### config.mk
export PLATFORM = sky130hd
export DESIGN_NAME = pkt_desc_controller
export DESIGN_NICKNAME = d
export VERILOG_FILES = /design/src/rtl/pkt_desc_controller.sv
export SDC_FILE = /design/constraint.sdc
export NUM_CORES = 1
export LEC_CHECK = 0
export ABC_AREA = 0
export ABC_CLOCK_PERIOD_IN_PS = 2500
export BUFFER_PORTS_ARGS = -buffer_cell sky130_fd_sc_hd__buf_2
export CAP_MARGIN = 20
export CORE_AREA = 2 2 122 124
export DETAILED_ROUTE_END_ITERATION = 6
export DIE_AREA = 0 0 124 126
export GPL_TIMING_DRIVEN = 0
export MAX_ROUTING_LAYER = met4
export PLACE_DENSITY = 0.78
export SYNTH_ARGS = -nofsm -noshare
export SYNTH_HDL_FRONTEND = slang
export SYNTH_SLANG_ARGS = --single-unit
### constraint.sdc
create_clock -name clk -period 2.5 [get_ports clk]
set_input_delay 0.125 -clock clk [delete_from_list [all_inputs] [get_ports clk]]
set_output_delay 0.125 -clock clk [all_outputs]
set_load 0.05 [all_outputs]
### src/rtl/pkt_desc_controller.sv
// Packet descriptor queue: latches {start,end} buffer addresses per packet and pops them on processor verdicts.
// Register reads return one cycle after the access; status outputs come from registers, stop_tx is combinational.
// Ingress is held (stall) only while all DEPTH slots are occupied; a push into a full queue without a pop sets ovf.
module pkt_desc_controller #(
    parameter int DWIDTH = 64,
    parameter int AWIDTH = 10,
    parameter int PTR_W  = 8,
    parameter int DEPTH  = 4,
    parameter int CTRL_W = 8,
    localparam int CNT_W = $clog2(DEPTH + 1),
    localparam int IDX_W = $clog2(DEPTH)
) (
    input  logic              clk,
    input  logic              reset_n,
    input  logic              pc_en,
    input  logic [CTRL_W-1:0] i_ctrl,
    input  logic [PTR_W-1:0]  tail_addr,
    input  logic [PTR_W-1:0]  head_addr,
    input  logic              wea,
    input  logic [AWIDTH-1:0] addra,
    input  logic [DWIDTH-1:0] dina,
    output logic [DWIDTH-1:0] douta,
    output logic              fifo_sel,
    output logic              drop_packet,
    output logic              stop_tx,
    output logic              stall,
    output logic [CNT_W-1:0]  desc_count
);

    localparam logic [CTRL_W-1:0] CTRL_HDR = '1;
    localparam logic [CNT_W-1:0]  CNT_FULL = CNT_W'(DEPTH);

    logic [CNT_W-1:0]  count_q, count_d;
    logic [IDX_W-1:0]  rd_ptr_q, rd_ptr_d, wr_ptr_q, wr_ptr_d;
    logic [CTRL_W-1:0] prev_ctrl_q, prev_ctrl_d;
    logic [PTR_W-1:0]  start_lat_q, start_lat_d;
    logic              ovf_q, ovf_d;
    logic [31:0]       drop_cnt_q, drop_cnt_d;
    logic              drop_pkt_q, drop_pkt_d;
    logic [DWIDTH-1:0] douta_q, douta_d;

    logic [PTR_W-1:0]  desc_start_q [DEPTH];
    logic [PTR_W-1:0]  desc_end_q   [DEPTH];

    logic              reg_sel, sop, eop, is_empty, is_full;
    logic              verdict_wr, status_wr, do_pop, do_push;
    logic [3:0]        reg_off;
    logic [DWIDTH-1:0] rd_data;

    logic unused_bits;
    assign unused_bits = ^{addra[AWIDTH-2:4], dina[DWIDTH-1:9], dina[7:1]};

    assign reg_sel    = addra[AWIDTH-1];
    assign reg_off    = addra[3:0];
    assign is_empty   = (count_q == '0);
    assign is_full    = (count_q == CNT_FULL);
    assign sop        = (i_ctrl == CTRL_HDR) && (prev_ctrl_q != CTRL_HDR);
    assign eop        = (i_ctrl != '0) && (prev_ctrl_q == '0);
    assign verdict_wr = wea && reg_sel && (reg_off == 4'd4);
    assign status_wr  = wea && reg_sel && (reg_off == 4'd0);
    assign do_pop     = pc_en && verdict_wr && !is_empty;
    // A pop in the same cycle frees the slot the push lands in, so full+pop+push is accepted.
    assign do_push    = pc_en && eop && (!is_full || do_pop);

    always_comb begin
        rd_data = '0;
        case (reg_off)
            4'd0: rd_data[8:0] = {ovf_q, is_full, is_empty, 6'(count_q)};
            4'd1: if (!is_empty) rd_data[PTR_W-1:0] = desc_start_q[rd_ptr_q];
            4'd2: if (!is_empty) rd_data[PTR_W-1:0] = desc_end_q[rd_ptr_q];
            4'd3: rd_data[PTR_W-1:0] = tail_addr;
            4'd5: rd_data[31:0] = drop_cnt_q;
            default: rd_data = '0;
        endcase
    end

    always_comb begin
        count_d     = count_q;
        rd_ptr_d    = rd_ptr_q;
        wr_ptr_d    = wr_ptr_q;
        prev_ctrl_d = prev_ctrl_q;
        start_lat_d = start_lat_q;
        ovf_d       = ovf_q;
        drop_cnt_d  = drop_cnt_q;
        drop_pkt_d  = 1'b0;
        douta_d     = douta_q;
        if (pc_en) begin
            prev_ctrl_d = i_ctrl;
            if (sop) start_lat_d = tail_addr;
            if (reg_sel) douta_d = rd_data;
            if (do_pop) begin
                rd_ptr_d   = rd_ptr_q + IDX_W'(1);
                drop_pkt_d = dina[0];
                if (dina[0]) drop_cnt_d = drop_cnt_q + 32'd1;
            end
            if (do_push) wr_ptr_d = wr_ptr_q + IDX_W'(1);
            count_d = count_q + CNT_W'(do_push) - CNT_W'(do_pop);
            if (status_wr && dina[8]) ovf_d = 1'b0;
            if (eop && !do_push) ovf_d = 1'b1;
        end else begin
            count_d     = '0;
            rd_ptr_d    = '0;
            wr_ptr_d    = '0;
            prev_ctrl_d = '0;
            start_lat_d = '0;
            ovf_d       = 1'b0;
        end
    end

    always_ff @(posedge clk) begin
        if (!reset_n) begin
            count_q     <= '0;
            rd_ptr_q    <= '0;
            wr_ptr_q    <= '0;
            prev_ctrl_q <= '0;
            start_lat_q <= '0;
            ovf_q       <= 1'b0;
            drop_cnt_q  <= '0;
            drop_pkt_q  <= 1'b0;
            douta_q     <= '0;
        end else begin
            count_q     <= count_d;
            rd_ptr_q    <= rd_ptr_d;
            wr_ptr_q    <= wr_ptr_d;
            prev_ctrl_q <= prev_ctrl_d;
            start_lat_q <= start_lat_d;
            ovf_q       <= ovf_d;
            drop_cnt_q  <= drop_cnt_d;
            drop_pkt_q  <= drop_pkt_d;
            douta_q     <= douta_d;
        end
    end

    // Slot contents are only observed through count-gated paths, so they need no reset.
    always_ff @(posedge clk) begin
        if (reset_n && do_push) begin
            desc_start_q[wr_ptr_q] <= start_lat_q;
            desc_end_q[wr_ptr_q]   <= tail_addr;
        end
    end

    assign douta       = douta_q;
    assign drop_packet = drop_pkt_q;
    assign desc_count  = count_q;
    assign stall       = is_full;
    assign fifo_sel    = is_empty;
    assign stop_tx     = pc_en && !is_empty && (head_addr == desc_end_q[rd_ptr_q]);

endmodule
# Word-level counts from Yosys, hierarchy flattened
# Memory sizes are Yosys's and may differ from the RTL's. A register that Yosys moved wholly into a read port is not among the register bits.
# Index checks and enable logic that the tools add are counted.
# W data, S select, Z words.
# totals
mem_count	2
word_cells	65
inputBits	102
ram_bits	64
register_bits	89
# op_classes
n_addsub	5
eq_ne	9
reduce_logical	27
mux	13
# mem_list
memory	words	word_bits	read_ports	rd_clocked_by_memory_dff	wr	line_no	rtl
desc_end_q	4	8	1	1	1	43	logic [PTR_W-1:0] desc_end_q [DEPTH];
desc_start_q	4	8	1	1	1	42	logic [PTR_W-1:0] desc_start_q [DEPTH];
# ops
op	count
$pmux W8 S5	1
$add A32 B1 Y32 const B	1
$mux W23	1
$mux W8	2
$logic_and A1 B1 Y1	14
$eq A4 B2 Y1 const B	2
$eq A4 B3 Y1 const B	2
$eq A8 B8 Y1	1
$eq A8 B8 Y1 const B	1
$logic_not A8 Y1	1
$mux W2	4
$ne A8 B8 Y1 const B	1
$reduce_bool A8 Y1	1
$reduce_and A3 Y1	2
$add A2 B1 Y2 const B	2
$eq A4 B1 Y1 const B	1
$logic_not A4 Y1	1
$mux W1	4
$reduce_and A2 Y1	2
$add A3 B1 Y3	1
$eq A3 B3 Y1 const B	1
$logic_not A1 Y1	3
$logic_not A3 Y1	1
$sub A3 B1 Y3	1
3 further kinds	3

# Depth between registers and ports, before layout
# logic_depth
ltp_word	9
depth_mapped	11
ltp_nobuf	10

# Worst setup path before layout
# Ideal clock, no wire load.
# synth_path
kind	flip-flop to output port
start	register (tool-made name)
end	output stop_tx
path_stages_with_launch	7
required_time_ns	2.375
t_arrival_ns	4.277
slack_ns	-1.902
path_cell_list	dfxtp_1 clkbuf_1 mux4_2 xor2_1 nor4_1 nand4_1 a2111oi_0
# synth_rtl
element	line_no	rtl
to (decl)	25	output logic stop_tx,

==> impl_metrics.tcl <==
set metrics [dict create \
    rr_startpoint "prev_ctrl_q[1]" \
    cts_max_level 4 \
    cts_buffers 17 \
    initial_core_util 0.470 \
    vdd_drop_max_mv 0.786 \
    synthToLayoutAreaGrowth_pct 25.5 \
    power_leakage_nw 3.19 \
    fmax_mhz 379 \
    violations "setup timing" \
    yosysSeqAreaShare 0.557 \
    critical_path_class "reg2out" \
    reg2regPathDepth 9 \
    min_path_cells 3 \
    max-slew-margin-rel 0.421 \
    track_usage 0.227 \
    synth_top_area_frac 0.286 \
    synth.avg_cell_area_um2 11.0 \
    reg2reg_to "desc_count[1]" \
    drive_gt1_frac 0.257 \
    cp_max_fo 7 \
    dp.cells 901 \
    hold_path.class "in2reg" \
    max_cap_viol_count 0 \
    finalCriticalPeriod_ns 2.64 \
    grt_remaining_overflow 0 \
    arrival_ns 2.52 \
    p_per_area_nw_per_um2 672 \
    ff_latch_area_um2 3750 \
    min_to "drop_cnt_q[24]" \
    status "finished with violations" \
    synth.area.top_cells "edfxtp_1, dfxtp_1, mux4_2" \
    muxShareOfSynthArea 0.0728 \
    grt_pass1_vias 4956 \
    worstSetupStartpointType "flop" \
    final_nets 871 \
    slew_violations 0 \
    rows 44 \
    clk_pin_slew_ns 0.06 \
    cts.sinks 155 \
    synth-edff-count 64 \
    yosys.cell_count.top_type "dfxtp_1" \
    vias 5245 \
    netlist_instances 612 \
    syn_area_um2 6720 \
    yosys_warnings 0 \
    coreArea_um2 14300 \
    cts_buffer_depth 2 \
    ys.flop_type "dfxtp_1" \
    cpMaxStageDelayCell "mux4_2" \
    hpwl_mm 11.0 \
    yosysUniqueCellTypes 50 \
    wire_per_inst_um 17.3 \
    yosysTopAreaCell "edfxtp_1" \
    ys_async_sr_fraction 0 \
    synth_compound_area_frac 0.0862 \
    multi_input_area_um2 2790 \
    final_cells 960 \
    worst_slew_pin_slew_ns 0.862 \
    drc 0 \
    clock_skew_ns 0.00986 \
    min_from "reset_n" \
    synth_top_family_by_area "simple AND/OR/NAND/NOR gates" \
    total_power_mw 5.66 \
    clk_latency_ns 0.43 \
    grt_first_pass_wirelength_mm 25.6 \
    synthAdderAreaFrac 0.0141 \
    fp.dieW_um 124 \
    regToRegSetupSlack_ns -0.02 \
    cp_top_family "multiplexers" \
    finalHoldViolCount 0 \
    synth_simple_gate_area_frac 0.167 \
    first_pass_iters 7 \
    finalWorstSetupSlack_ns -0.141 \
    finalCritPeriodShare 1.06 \
    fill_cells 1180 \
    antenna_left 0 \
    die_y_um 126 \
    die_area_um2 15600 \
    io_pins 173 \
    routed_wirelength_mm 16.6 \
    setup_viol 2 \
    synth-seq-cells 155 \
    numPortBuffers 73 \
    grt_antenna_before_repair 1 \
    gp_congestion 0.850 \
    viasPerCell 5.46 \
    synth_xor_area_frac 0.0391 \
    synth_common_cells "dfxtp_1, edfxtp_1, nand2_1" \
    tns_ns -0.164 \
    cts_tree "yes" \
    end_kind "output port" \
    required_ns 2.38 \
    drt_iter0_markers 377 \
    path_buf_inv 1 \
    path_cells "mux4_2, xor2_1, nor4_2, nand4_1, a2111oi_4, buf_6" \
    root_buffer "clkbuf_16" \
    rsz0062_at_grt "true" \
    grt_start_max_net_pins 17 \
    max_stage_delay_ns 0.55 \
]
[worst reg2reg max path: cells and delay by family (launching register included)]
| kind | cells | cell delay, ns |
|---|---|---|
| DFF | 1 | 0.32 |
| and+or+nand+nor | 2 | 0.73 |
| adders and majority gates | 2 | 0.61 |
| AOI/OAI and AO/OA | 3 | 0.55 |
| buffers and inverters | 2 | 0.21 |
[registers in the layout, summed over array words and instances (netlist names), named ones only]
| name | count |
|---|---|
| rd_ptr_q | 2 |
| desc_start_q | 32 |
| start_lat_q | 8 |
| desc_end_q | 32 |
| drop_cnt_q | 32 |
| desc_count | 3 |
| wr_ptr_q | 2 |
| drop_packet | 1 |
| ovf_q | 1 |
| prev_ctrl_q | 8 |
| douta | 32 |
[metal layers]
layer,routed length (µm),global-route usage
met5,0,-
met4,386,0.0859
met3,1440,0.0562
met2,8140,0.365
met1,6590,0.276
[layout make-up]
class / count / area share
Tap cell: 184 / 0.0273
Inverter: 12 / 0.00534
Buffer: 64 / 0.0445
Antenna cell: 1 / 0.000297
Timing Repair Buffer: 102 / 0.0754
Sequential cell: 155 / 0.445
Clock inverter: 10 / 0.0119
Multi-Input combinational cell: 410 / 0.331
Clock buffer: 22 / 0.0592
[how the worst max path moves through the flow]
stage | from | to | slack, ns | cells after the start
after CTS | flop | stop_tx | -0.16 | 6
after floorplan | flop | stop_tx | -0.21 | 6
after global routing | flop | stop_tx | -0.28 | 6
after global placement | flop | stop_tx | -0.50 | 7
after detailed placement | flop | stop_tx | -0.53 | 7
final | flop | stop_tx | -0.14 | 6
[stage by stage]
stage                     worst slack (ns)   util  cell area, µm²  hold slack (ns)
after floorplan                     -0.212      -            6880            0.224
after global placement              -0.503  0.522            7480            0.389
after detailed placement            -0.529  0.523            7490            0.392
after CTS                           -0.163  0.583            8340           0.0164
after global routing                -0.282  0.589            8430           0.0383
final                               -0.141  0.589            8430           0.0137
[placed cells by master (no fill, tap or decap), types with 26 or more instances in the layout]
cell and instances:
nor2_1 43, nand3_1 33, buf_2 74, nand2_1 56, buf_4 43, a21oi_1 38
clkbuf_1 26, conb_1 32, dfxtp_1 85, edfxtp_1 64
[where the power goes]
part | total, mW | switching (mW) | internal [mW] | leakage [nW]
clock | 2.59 | 1.05 | 1.54 | 0.300
combinational | 0.424 | 0.281 | 0.142 | 1.52
sequential | 2.65 | 0.0111 | 2.64 | 1.37
[logic make-up (layout without fill, tap and decap cells)]
group / count (synthesis) / in the layout
multiplexers: 31 / 31
AND/OR/NAND/NOR: 222 / 222
flip-flops: 155 / 155
other: 1 / 33
buffers and inverters: 78 / 210
adder cells (fa/ha/maj): 7 / 7
AO/OA/AOI/OAI: 88 / 88
XOR/XNOR: 30 / 30
[repair_timing]
action	4_1_cts	5_1_grt
resized for setup	15	13
hold endpoints to repair	41	0
pin swaps	5	4
setup buffers	6	5
endpoints found under the setup margin	68	68
hold buffers	17	0
No activity file was read; power rests on OpenSTA's default activity.
